<file path="src/rtl/tfilt_pkg.sv">
// Shared widths, sample type and FSM state encoding for the temperature
// moving-average filter.
package tfilt_pkg;
    localparam int TEMP_W_DEF = 13;
    localparam int LOG2_N_DEF = 3;

    typedef logic signed [TEMP_W_DEF-1:0] temp_t;

    typedef enum logic {
        EMPTY = 1'b0,
        RUN   = 1'b1
    } tfilt_state_t;
endpackage

</file>
<file path="src/rtl/tavg_ring.sv">
// N-entry sample ring: single write at the pointer, preload of every entry,
// and combinational read of the entry about to be overwritten (the oldest).
module tavg_ring #(
    parameter int TEMP_W = 13,
    parameter int LOG2_N = 3
) (
    input  logic              clk,
    input  logic              rst,
    input  logic [LOG2_N-1:0] i_wr_ptr,
    input  logic              i_wr_en,
    input  logic              i_preload,
    input  logic [TEMP_W-1:0] i_wr_data,
    output logic [TEMP_W-1:0] o_oldest
);
    localparam int N = 1 << LOG2_N;

    logic [TEMP_W-1:0] w_entries [N];

    for (genvar gi = 0; gi < N; gi++) begin : g_entry
        logic [TEMP_W-1:0] r_entry;

        always_ff @(posedge clk) begin
            if (rst) begin
                r_entry <= '0;
            end else if (i_preload || (i_wr_en && (i_wr_ptr == LOG2_N'(gi)))) begin
                r_entry <= i_wr_data;
            end
        end

        assign w_entries[gi] = r_entry;
    end

    assign o_oldest = w_entries[i_wr_ptr];
endmodule

</file>
<file path="src/rtl/temp_avg_filter.sv">
// Moving-average filter for signed temperature samples with running-sum
// accumulator and min/max tracking of the filtered value.
module temp_avg_filter
    import tfilt_pkg::*;
#(
    parameter int TEMP_W = TEMP_W_DEF,
    parameter int LOG2_N = LOG2_N_DEF
) (
    input  logic              clk,
    input  logic              rst,
    input  logic [TEMP_W-1:0] sample_in,
    input  logic              sample_valid,
    input  logic              hold,
    input  logic              clear,
    output logic [TEMP_W-1:0] temp_avg,
    output logic              avg_valid,
    output logic [TEMP_W-1:0] temp_min,
    output logic [TEMP_W-1:0] temp_max
);
    localparam int SUM_W = TEMP_W + LOG2_N;

    tfilt_state_t             r_state, w_state_next;
    logic [LOG2_N-1:0]        r_wr_ptr;
    logic signed [SUM_W-1:0]  r_sum, w_sum_next;
    logic signed [SUM_W-1:0]  w_in_ext, w_old_ext;
    logic signed [TEMP_W-1:0] r_temp_avg, r_min, r_max, w_avg_next;
    logic [TEMP_W-1:0]        w_oldest, w_ring_data;
    logic                     r_avg_valid;
    logic                     w_accept, w_preload, w_write;

    assign w_accept    = sample_valid & ~hold & ~clear;
    // Clear flushes the ring to zero through the same preload path used by the first sample.
    assign w_preload   = clear | (w_accept & (r_state == EMPTY));
    assign w_write     = w_accept & (r_state == RUN);
    assign w_ring_data = clear ? '0 : sample_in;

    tavg_ring #(
        .TEMP_W (TEMP_W),
        .LOG2_N (LOG2_N)
    ) u_ring (
        .clk       (clk),
        .rst       (rst),
        .i_wr_ptr  (r_wr_ptr),
        .i_wr_en   (w_write),
        .i_preload (w_preload),
        .i_wr_data (w_ring_data),
        .o_oldest  (w_oldest)
    );

    assign w_in_ext  = {{LOG2_N{sample_in[TEMP_W-1]}}, sample_in};
    assign w_old_ext = {{LOG2_N{w_oldest[TEMP_W-1]}}, w_oldest};

    always_comb begin
        w_state_next = r_state;
        w_sum_next   = r_sum + w_in_ext - w_old_ext;
        case (r_state)
            EMPTY: begin
                w_sum_next = {sample_in, {LOG2_N{1'b0}}};
                if (w_accept) w_state_next = RUN;
            end
            RUN: begin
                if (clear) w_state_next = EMPTY;
            end
            default: w_state_next = EMPTY;
        endcase
    end

    // Upper TEMP_W bits of the sum are the floor-divided average.
    assign w_avg_next = w_sum_next[SUM_W-1:LOG2_N];

    always_ff @(posedge clk) begin
        if (rst) begin
            r_state     <= EMPTY;
            r_wr_ptr    <= '0;
            r_sum       <= '0;
            r_temp_avg  <= '0;
            r_avg_valid <= 1'b0;
            r_min       <= '0;
            r_max       <= '0;
        end else begin
            r_state     <= w_state_next;
            r_avg_valid <= w_accept;
            if (clear) begin
                r_sum    <= '0;
                r_wr_ptr <= '0;
                r_min    <= '0;
                r_max    <= '0;
            end else if (w_accept) begin
                r_sum      <= w_sum_next;
                r_temp_avg <= w_avg_next;
                if (r_state == EMPTY) begin
                    r_wr_ptr <= LOG2_N'(1);
                    r_min    <= w_avg_next;
                    r_max    <= w_avg_next;
                end else begin
                    r_wr_ptr <= r_wr_ptr + LOG2_N'(1);
                    if (w_avg_next < r_min) r_min <= w_avg_next;
                    if (w_avg_next > r_max) r_max <= w_avg_next;
                end
            end
        end
    end

    assign temp_avg  = r_temp_avg;
    assign avg_valid = r_avg_valid;
    assign temp_min  = r_min;
    assign temp_max  = r_max;
endmodule

</file>
<file path="config.mk">
export PLATFORM = sky130hd
export DESIGN_NAME = temp_avg_filter
export DESIGN_NICKNAME = d
export VERILOG_FILES = /design/src/rtl/tfilt_pkg.sv /design/src/rtl/tavg_ring.sv /design/src/rtl/temp_avg_filter.sv
export SDC_FILE = /design/constraint.sdc
export NUM_CORES = 1
export LEC_CHECK = 0
export CAP_MARGIN = 15
export CORE_UTILIZATION = 40
export CTS_CLUSTER_DIAMETER = 40
export DETAILED_ROUTE_END_ITERATION = 7
export SYNTH_ARGS = -nofsm -noshare
export SYNTH_HDL_FRONTEND = slang
export SYNTH_HIERARCHICAL = 1
export SYNTH_SLANG_ARGS = --single-unit
</file>
<file path="constraint.sdc">
create_clock -name clk -period 5.2 [get_ports clk]
set_clock_uncertainty 0.05 [all_clocks]
set_input_delay 1.04 -clock clk [delete_from_list [all_inputs] [get_ports clk]]
set_output_delay 1.04 -clock clk [all_outputs]
set_load 0.1 [all_outputs]
</file>
==> impl_metrics.csv <==
group,metric,value,unit
global_route,grt_pass1_vias,7424,
route,drtPass1Iterations,5,
clock_network,clock-root-buffer,"clkbuf_16",
placed_design,dp_slack,-585,ps
placed_design,portBuffers,57,
setup_path,cp-startpoint,"r_wr_ptr[1]",
power,powerDensity,292,mW/mm^2
clock_network,clkSinkCount,164,
synthesis,synth.top_cells.by_area,"dfxtp_1 (36%), mux2i_1 (12%), nand2b_1 (7.5%), mux4_2 (6.4%), ha_1 (5.8%)",
floorplanning,core_region_area,0.0226,sq mm
placed_design,place_congestion,0.913,
floorplanning,dieArea,0.0236,sq mm
clock_network,htreeDepth,4,
clock_network,cts_hold_buf,0,
setup_path,slowest_delay,520,ps
setup_path,cp.required,5430,ps
synthesis,synthArstFlopShare,0,
run_status,run_status,"complete, but fails checks",
global_route,grt_max_degree,68,
placed_design,placed_area,0.0107,sq mm
run,max_cap_viol_count,0,
layout,final_cell_area,0.0120,sq mm
timing,fmax,0.186,GHz
synthesis,ys_ff_latch,164,
power,ir_worst_vdd,0.000222,V
layout,drive_above_1_share,0.246,
run_status,violations,"setup timing",
synthesis,avgSynthCellArea,9.60,sq um
setup_path,crit_fanout,7,
setup_path,cp_top_family,"compound AO/OA/AOI/OAI gates",
timing,slew_violations,0,
floorplanning,io_pins,58,
power,p_leak,4.85,nW
setup_path,endpoint_kind,"register",
setup_path,ff2ff_path_depth,20,
setup_path,crit_cells,20,
power,power_frac_seq,0.378,
timing,fin_ws,-184,ps
timing,relSlewSlack,0.299,
layout,diodes,0,
setup_path,worstPathCellList,"buf_6, mux4_2, mux2_4, fa_1, inv_2, ha_4, a211o_1, a2111o_1, a31o_2, xnor2_1, mux2i_1, ha_1, and3_4, and3_4, a21bo_4, a211oi_4, o21ai_4, buf_12, mux2i_2, nor2_1",
synthesis,yosys.area.top_type,"dfxtp_1",
route,drt-vias-per-instance,5.19,
timing,rsz0062_at_grt,"yes",
route,drt_iter0_drc,456,
clock_network,insertion_delay,440,ps
global_route,grt_pass1_wl,39400,um
power,p_int,0.00246,W
power,p_sw_frac,0.300,
layout,area_delta_synth_final,30.9,%
timing,setup_violations,26,
setup_path,cp_slowest_cell,"fa_1",
setup_path,worstSetupPathType,"register to register",
synthesis,synth_top_area_share,0.357,
power,switching_power,0.00106,W
synthesis,ys.flop_type,"dfxtp_1",
synthesis,syn_area,0.00921,sq mm
synthesis,yosysWarnings,6,
worst_hold_path,hold_path_end,"u_ring/g_entry[7].r_entry[8]",
setup_path,cp-start-kind,"register",
timing,worst_slew_pin_slew,1050,ps
synthesis,synth_cell_type_count,64,
clock_network,cts_tree,"built",
synthesis,synth_edf_count,0,
placed_design,hpwl,16800,um
clock_network,clk_pin_slew,70,ps
setup_path,r2r-end,"temp_max[9]",
power,power_frac_clock,0.390,
clock_network,numCtsBuffers,17,
synthesis,seq_area_frac_synth,0.357,
setup_path,cp_common_cell,"and3_4",
clock_network,clk_path_buf_depth,2,
setup_path,timing.rr.start,"r_wr_ptr[1]",
global_route,overflow,0,
timing,period_share,1.04,
floorplanning,die_y,154,um
worst_hold_path,holdPathStages,2,
setup_path,cp_num_buf_inv,3,
synthesis,syn_nets,1035,
setup_path,crit_arrival,5610,ps
layout,fin_nets,1190,
power,total_power,0.00352,W
route,vias,7326,
layout,fin_util,0.534,
floorplanning,die_width,154,um
timing,post-route-min-period,5380,ps
synthesis,syn_inst,959,
floorplanning,num_rows,55,
worst_hold_path,hold_path_class,"register to register",
timing,setup_tns,-3100,ps
timing,hold_viol_final,0,
worst_hold_path,hold_start,"u_ring/g_entry[7].r_entry[8]",
layout,n_fill_cell,2034,
floorplanning,start_util,0.408,
global_route,antenna_found_initial,0,
global_route,grt_usage,0.215,
setup_path,r2r_setup_slack,-180,ps
route,wl,24700,um
power,power_frac_comb,0.232,
route,avgRoutedWirePerCell,17.5,um
route,drc_errors,0,
route,drtAntennaViolNets,0,
==> through the flow <==
step,hold WS [ps],cells
detailed placement,398,1353
global route,418,1412
floorplan,379,959
CTS,407,1410
global placement,389,1353
finish,406,1412
==> flip-flops by register name, indices dropped and copies added (netlist names) <==
signal and cells:
r_wr_ptr 3, r_state 1, temp_max 13, avg_valid 1
temp_avg 13, u_ring/g_entry.r_entry 104, temp_min 13, r_sum 16
==> worst max-delay path by stage <==
stage | to
after floorplan | temp_max[0]
after global placement | temp_min[0]
after detailed placement | temp_max[4]
after CTS | temp_max[4]
after global routing | temp_max[9]
final | temp_max[9]
==> area by class of cell <==
| type | instances | area [sq um] | share of cell area |
|---|---|---|---|
| Clock buffer | 18 | 439 | 0.0364 |
| Clock inverter | 14 | 188 | 0.0156 |
| Inverter | 92 | 345 | 0.0287 |
| Multi-Input combinational cell | 647 | 5640 | 0.468 |
| Sequential cell | 164 | 3290 | 0.273 |
| Tap cell | 285 | 357 | 0.0296 |
| Timing Repair Buffer | 192 | 1790 | 0.149 |
==> timing repair <==
action                                  4_1_cts  5_1_grt
gates resized for setup                      44       40
gates cloned                                  4        1
endpoints found under the setup margin       26       26
buffers inserted                             21        2
pin swaps                                    22       26
==> cells in the final DEF (no fill, tap or decap), types with 4 or more instances in the layout <==
cell and instances:
fa_1 15, ha_1 35, buf_12 9, nor2_4 4, mux2_4 5, nor2_1 65
nand2b_1 110, a211oi_1 17, ha_4 7, nor2b_1 7, o21a_1 4, buf_6 11
a21o_1 7, xnor2_1 6, clkdlybuf4s50_1 56, buf_4 111, mux4_2 26, o21ai_0 12
clkbuf_16 18, a211oi_2 5, dfxtp_1 162, nand2_1 56, mux2_2 9, inv_1 90
nor3_1 8, o21ai_1 4, nand3_1 6, a21oi_1 45, mux2i_1 106, nand4_1 7
inv_6 6
==> cells by family (layout without fill, tap and decap cells) <==
family,Yosys count,after routing,share of synthesized area
buffers and inverters,148,316,0.0711
multiplexers,147,147,0.197
adder cells (fa/ha/maj),58,58,0.0911
flip-flops,164,164,0.357
XOR/XNOR,9,9,0.00856
AND/OR/NAND/NOR,292,292,0.164
AO/OA/AOI/OAI,141,141,0.111
==> power by group through the flow <==
stage          logic [W]  registers, W  clock network [W]
5_1_grt         0.000881       0.00134            0.00146
3_5_place_dp    0.000729       0.00136                  0
6_report        0.000816       0.00133            0.00137
4_1_cts         0.000776       0.00133            0.00140
3_3_place_gp    0.000722       0.00136                  0
2_1_floorplan   0.000405       0.00142                  0
==> cells in the mapped netlist (3+ instances only) <==
library cell,instances
dfxtp_1,164
buf_4,5
mux2_2,14
o21ai_0,17
ha_1,43
a31oi_1,3
clkbuf_1,31
a211oi_1,24
a21o_1,7
fa_1,15
buf_2,10
a31oi_4,3
a21oi_1,48
mux4_2,26
a311oi_1,3
nor4_1,3
buf_6,9
o22ai_1,4
o21a_1,4
nand4_1,7
inv_1,91
mux2i_1,107
nor2b_1,8
xnor2_1,6
or2_2,3
nand2b_1,110
xor2_1,3
nand2_1,56
nor3_1,10
nand3_1,8
a21oi_4,3
a31o_2,3
nor2_1,70
==> per-layer routing <==
layer / track usage / wire length [um] / part of all wire
met3: 0.0361 / 858 / 0.035
met5: 0 / 0 / 0
met4: 0.0743 / 500 / 0.020
met1: 0.286 / 11500 / 0.47
met2: 0.353 / 11800 / 0.48
==> worst register-to-register path: stages, from the launching register on <==
cell      delay, ps
dfxtp_4         440
buf_6           130
mux4_2          490
mux2_4          300
fa_1            520
inv_2            50
ha_4            160
a211o_1         290
a2111o_1        520
a31o_2          280
xnor2_1         150
mux2i_1         140
ha_1            300
and3_4          190
and3_4          190
a21bo_4         230
a211oi_4        280
o21ai_4         150
buf_12          160
mux2i_2         170
nor2_1           50
Power figures use the tool's default switching activity.
